## config.mk

```make
export PLATFORM = sky130hd
export DESIGN_NAME = dsm_cic_decoder
export DESIGN_NICKNAME = d
export VERILOG_FILES = /design/src/rtl/dsm_cic_decoder.sv
export SDC_FILE = /design/constraint.sdc
export NUM_CORES = 1
export LEC_CHECK = 0
export BUFFER_PORTS_ARGS = -buffer_cell sky130_fd_sc_hd__buf_2
export CAP_MARGIN = 5
export CORE_MARGIN = 1
export CORE_UTILIZATION = 64
export CTS_CLUSTER_SIZE = 12
export DETAILED_ROUTE_END_ITERATION = 6
export PLACE_DENSITY = 0.81
export SLEW_MARGIN = 20
export SYNTH_ARGS = -nofsm -noshare
export SYNTH_HDL_FRONTEND = slang
export SYNTH_SLANG_ARGS = --single-unit
```

## constraint.sdc

```tcl
create_clock -name clk -period 3.68 [get_ports clk]
set_input_delay 0.736 -clock clk [delete_from_list [all_inputs] [get_ports clk]]
set_output_delay 0.736 -clock clk [all_outputs]
set_load 0.01 [all_outputs]
```

## src/rtl/dsm_cic_decoder.sv

```systemverilog
// Third-order CIC (sinc^3) decimator turning the 1-bit delta-sigma stream back into
// signed PCM; decimation ratio 2**osr, one output strobe per decimated frame.
module dsm_cic_decoder #(
  parameter int dac_bw = 16,
  parameter int osr    = 6
) (
  input  logic                     clk,
  input  logic                     rst_n,
  input  logic                     din,
  output logic signed [dac_bw-1:0] dout,
  output logic                     dout_valid
);

  localparam int W     = 3 * osr + 2;
  localparam int SHIFT = 3 * osr - (dac_bw - 1);
  localparam logic signed [W-1:0] POS_LIM = W'((2 ** (dac_bw - 1)) - 1);
  localparam logic signed [W-1:0] NEG_LIM = ~POS_LIM;

  logic                    dinR_q;
  logic signed [W-1:0]     sampleVal;
  logic signed [W-1:0]     integ1_q, integ1_d, integ2_q, integ2_d, integ3_q, integ3_d;
  logic [osr-1:0]          decCnt_q, decCnt_d;
  logic                    frameEnd;
  logic [7:0]              tick_q, tick_d;
  logic signed [W-1:0]     capture_q, capture_d;
  logic signed [W-1:0]     comb1_q, comb1_d, comb2_q, comb2_d, comb3_q, comb3_d;
  logic signed [W-1:0]     dly1_q, dly1_d, dly2_q, dly2_d, dly3_q, dly3_d;
  logic signed [W-1:0]     shifted;
  logic signed [dac_bw-1:0] satVal;
  logic signed [dac_bw-1:0] dout_d;
  logic                    doutValid_d;
  logic [1:0]              settle_q, settle_d;

  // Bit 0 is +1 and bit 1 is -1, matching the modulator's sign output.
  assign sampleVal = dinR_q ? {W{1'b1}} : {{(W-1){1'b0}}, 1'b1};
  assign frameEnd  = (decCnt_q == {osr{1'b1}});

  always_comb begin
    shifted = comb3_q >>> SHIFT;
    satVal  = shifted[dac_bw-1:0];
    if (shifted > POS_LIM) begin
      satVal = POS_LIM[dac_bw-1:0];
    end else if (shifted < NEG_LIM) begin
      satVal = NEG_LIM[dac_bw-1:0];
    end
  end

  // The tick trails the frame boundary by the integrator depth (tick_q[3]) so each
  // capture holds exactly one frame's worth of bits; later taps step the combs.
  always_comb begin
    integ1_d    = integ1_q + sampleVal;
    integ2_d    = integ2_q + integ1_q;
    integ3_d    = integ3_q + integ2_q;
    decCnt_d    = decCnt_q + {{(osr-1){1'b0}}, 1'b1};
    tick_d      = {tick_q[6:0], frameEnd};
    capture_d   = capture_q;
    comb1_d     = comb1_q;
    comb2_d     = comb2_q;
    comb3_d     = comb3_q;
    dly1_d      = dly1_q;
    dly2_d      = dly2_q;
    dly3_d      = dly3_q;
    dout_d      = dout;
    doutValid_d = 1'b0;
    settle_d    = settle_q;
    if (tick_q[3]) begin
      capture_d = integ3_q;
    end
    if (tick_q[4]) begin
      comb1_d = capture_q - dly1_q;
      dly1_d  = capture_q;
    end
    if (tick_q[5]) begin
      comb2_d = comb1_q - dly2_q;
      dly2_d  = comb1_q;
    end
    if (tick_q[6]) begin
      comb3_d = comb2_q - dly3_q;
      dly3_d  = comb2_q;
    end
    // The first three samples carry filter start-up transients and are not flagged.
    if (tick_q[7]) begin
      dout_d      = satVal;
      doutValid_d = (settle_q == 2'd3);
      if (settle_q != 2'd3) begin
        settle_d = settle_q + 2'd1;
      end
    end
  end

  always_ff @(posedge clk) begin
    if (!rst_n) begin
      dinR_q     <= 1'b0;
      integ1_q   <= '0;
      integ2_q   <= '0;
      integ3_q   <= '0;
      decCnt_q   <= '0;
      tick_q     <= '0;
      capture_q  <= '0;
      comb1_q    <= '0;
      comb2_q    <= '0;
      comb3_q    <= '0;
      dly1_q     <= '0;
      dly2_q     <= '0;
      dly3_q     <= '0;
      dout       <= '0;
      dout_valid <= 1'b0;
      settle_q   <= '0;
    end else begin
      dinR_q     <= din;
      integ1_q   <= integ1_d;
      integ2_q   <= integ2_d;
      integ3_q   <= integ3_d;
      decCnt_q   <= decCnt_d;
      tick_q     <= tick_d;
      capture_q  <= capture_d;
      comb1_q    <= comb1_d;
      comb2_q    <= comb2_d;
      comb3_q    <= comb3_d;
      dly1_q     <= dly1_d;
      dly2_q     <= dly2_d;
      dly3_q     <= dly3_d;
      dout       <= dout_d;
      dout_valid <= doutValid_d;
      settle_q   <= settle_d;
    end
  end

endmodule

```

==> results.cfg <==
[worst_hold_path]
min_to = dinR_q
min_from = din
min_delay_path_depth = 2
hp-class = in -> reg

[detailed_routing]
wl_per_cell_um = 14.7
firstDrtPassIters = 6
route.detailed.drc = 0
wirelength_um = 26900
vias = 10700
drtIter0Drc = 490
viasPerCell = 5.85
detail-route-antenna-nets = 0

[clocking]
cts_buffer_depth = 3
cts_tree = done
numCtsBuffers = 25
root_buffer = clkbuf_16
postCtsHoldBufs = 0
clk_pin_slew_ns = 0.06
insertion_delay_ns = 0.53
h-tree-depth = 1
post_cts_resized = 0
clock_sinks = 231
cts_setup_buffers = 0

[critical_path]
cp-start-kind = register
crit_fanout = 5
reg2reg_depth = 9
critical_path.top_delay_family = compound AO/OA/AOI/OAI gates
crit_type = reg -> reg
regToRegSetupSlack_ns = 0.94
worstPathRequired_ns = 4.08
arrival_ns = 3.14
cp_cell_sequence = ha_1 > fa_1 > a211oi_2 > o21bai_2 > a31oi_1 > o21ai_2 > a41oi_2 > nor4_1 > or4_1
r2r-end = integ2_q[18]
crit_buf_inv = 0
worst-path-stages = 9
r2r_start = integ1_q[0]
cp_slowest_cell = or4_1
cp-end-kind = register
cp_slowest_stage_delay_ns = 0.50

[placed_design]
dp_cells = 1793
hpwlAfterDp_um = 19300
io_buffer_count = 19
gp_congestion = 0.892

[die]
core-area_sq_um = 19800
dieArea_sq_um = 21000
row_count = 51
die_h_um = 145
initial_core_util = 0.662
die_w_um = 145
ios = 20

[yosys]
synth_seq_cells = 231
ys_types = 75
synthTopCellsByArea = dfxtp_1, ha_1, mux2i_1
synth.top_cell.area_share = 0.353
syn-num-nets = 1677
synthesis.area_sq_um = 13100
synth-main-ff-cell = dfxtp_1
synthArstFlopShare = 0
seq_area_frac_synth = 0.353
synth_area_leader_cell = dfxtp_1
syn_avg_cell_area_sq_um = 8.42
synth-edff-count = 0
synthCells = 1555
yosys_warnings = 0

[timing]
skew_ns = 0.0119
fin_crit_sh = 0.744
rsz0062_at_grt = no
timing_hold_violations_final = 0
slew_headroom = 0.352
period_minus_slack_ns = 2.74
timing.hold.ws_ns = 0.414
setup_tns_ns = 0
worst_pin_slew_ns = 0.970
setup_viol = 0
slew_viol_final = 0
fmax_mhz = 365

[final_layout]
layout-drive-gt1-share = 0.0598
antenna_cells = 0
finalNetCount = 1677
areaGrowthSynthToFinish_pct = 8.75
final_cells = 1836

[global_route]
gr-total-overflow = 0
grt_antenna_before_repair = 0
grt_usage = 0.253
grt_pass1_wl_um = 45900
grt_pass1_vias = 10400
grt_max_degree = 59

[power]
leakagePower_uw = 0.00588
power_density_nw_per_um2 = 466
vdd_ir_drop_max_mv = 0.474
total_power_uw = 6640

[run]
cap_violations = 0

[run_status]
status = completed
## cell families (layout without fill, tap and decap cells)
group,Yosys count,in the layout,share of synthesized area
fa+ha+maj,119,119,0.117
simple gates,493,493,0.174
compound gates,394,394,0.194
xor+xnor,64,64,0.0428
flops,231,231,0.353
buf+inv,155,171,0.0444
mux,99,99,0.0757
## power breakdown
part	switching (uW)	total (uW)	internal [uW]
clock network	994	2490	1500
registers	153	2850	2700
logic	747	1300	553
## worst max-delay path by stage
stage                           start           end  slack [ns]
after global placement    integ1_q[0]  integ2_q[18]        0.96
final                     integ1_q[0]  integ2_q[18]        0.94
after global routing           dinR_q  integ1_q[18]        0.70
after CTS                 integ1_q[0]  integ2_q[18]        0.93
after detailed placement  integ1_q[0]  integ2_q[18]        0.95
after floorplan                dinR_q  integ1_q[18]        1.10
## cell type report
cell class | instances | area, sq um
clock buffers | 39 | 768
flip-flops and latches | 231 | 4630
repair buffers | 30 | 190
multi-input cells | 1169 | 7890
clock inverters | 4 | 60.1
inverters | 98 | 373
well taps | 265 | 332
fillers | 1529 | 5540
## registers in the layout, summed over array words and instances (netlist names)
signal      flops
capture_q      20
comb1_q        20
comb2_q        20
comb3_q        17
decCnt_q        6
dinR_q          1
dly1_q         20
dly2_q         20
dly3_q         20
dout           16
dout_valid      1
integ1_q       20
integ2_q       20
integ3_q       20
settle_q        2
tick_q          8
## cells in the final DEF (no fill, tap or decap), types with 10 or more instances in the layout
cell,Yosys,final
buf_2,0,19
a21oi_1,130,130
nor2_1,235,235
clkbuf_16,0,25
dfxtp_1,231,227
buf_4,0,10
xor2_1,31,31
ha_1,114,114
nand2_1,81,81
xnor2_1,33,33
a21o_1,38,38
mux2i_1,98,98
a31oi_1,11,11
or3_1,14,14
a211oi_1,18,18
nor2b_1,17,17
and3_1,12,12
o21ai_0,85,85
nor3_1,34,34
nor3b_1,12,12
o21a_1,20,20
and2_1,15,15
inv_1,96,95
nand3_1,31,31
## worst reg2reg max path, cell delays in order (launching register included)
cell	delay (ns)
dfxtp_1	0.35
ha_1	0.25
fa_1	0.44
a211oi_2	0.25
o21bai_2	0.11
a31oi_1	0.23
o21ai_2	0.15
a41oi_2	0.27
nor4_1	0.07
or4_1	0.50
## synth_stat cells (all sizes together) (4+ instances only)
library cell,instances
o21bai,9
a21oi,131
nand3b,6
a41oi,5
mux2i,98
a311o,4
a211oi,19
o22ai,5
nor3,35
nor4,5
nand4,6
nand3,31
and3,13
nor2b,17
nand2b,10
dfxtp,231
ha,114
o21a,20
xnor2,33
o21ai,92
nand2,81
fa,5
clkbuf,47
a32o,5
o31ai,7
and2,15
o211ai,5
o311ai,6
inv,96
xor2,31
a2111oi,4
a211o,5
nor3b,13
a21o,38
nor2,235
or3,14
a21boi,7
buf,10
a31oi,11
## stage by stage
step	setup WS, ns	instance area, sq um	utilization
after global routing	0.702	14200	0.720
after global placement	0.963	13400	0.678
final	0.943	14200	0.720
after CTS	0.930	14200	0.720
after floorplan	1.10	13100	-
after detailed placement	0.946	13400	0.678
## metal layers
metal | GRT usage | vias up | wire length [um]
met5 | 0 | - | 0
met4 | 0.0889 | 0 | 666
met3 | 0.0292 | 54 | 839
met2 | 0.477 | 192 | 13600
met1 | 0.291 | 4987 | 11800
li1 | - | 5499 | -
(Power assumes the default switching activity.)
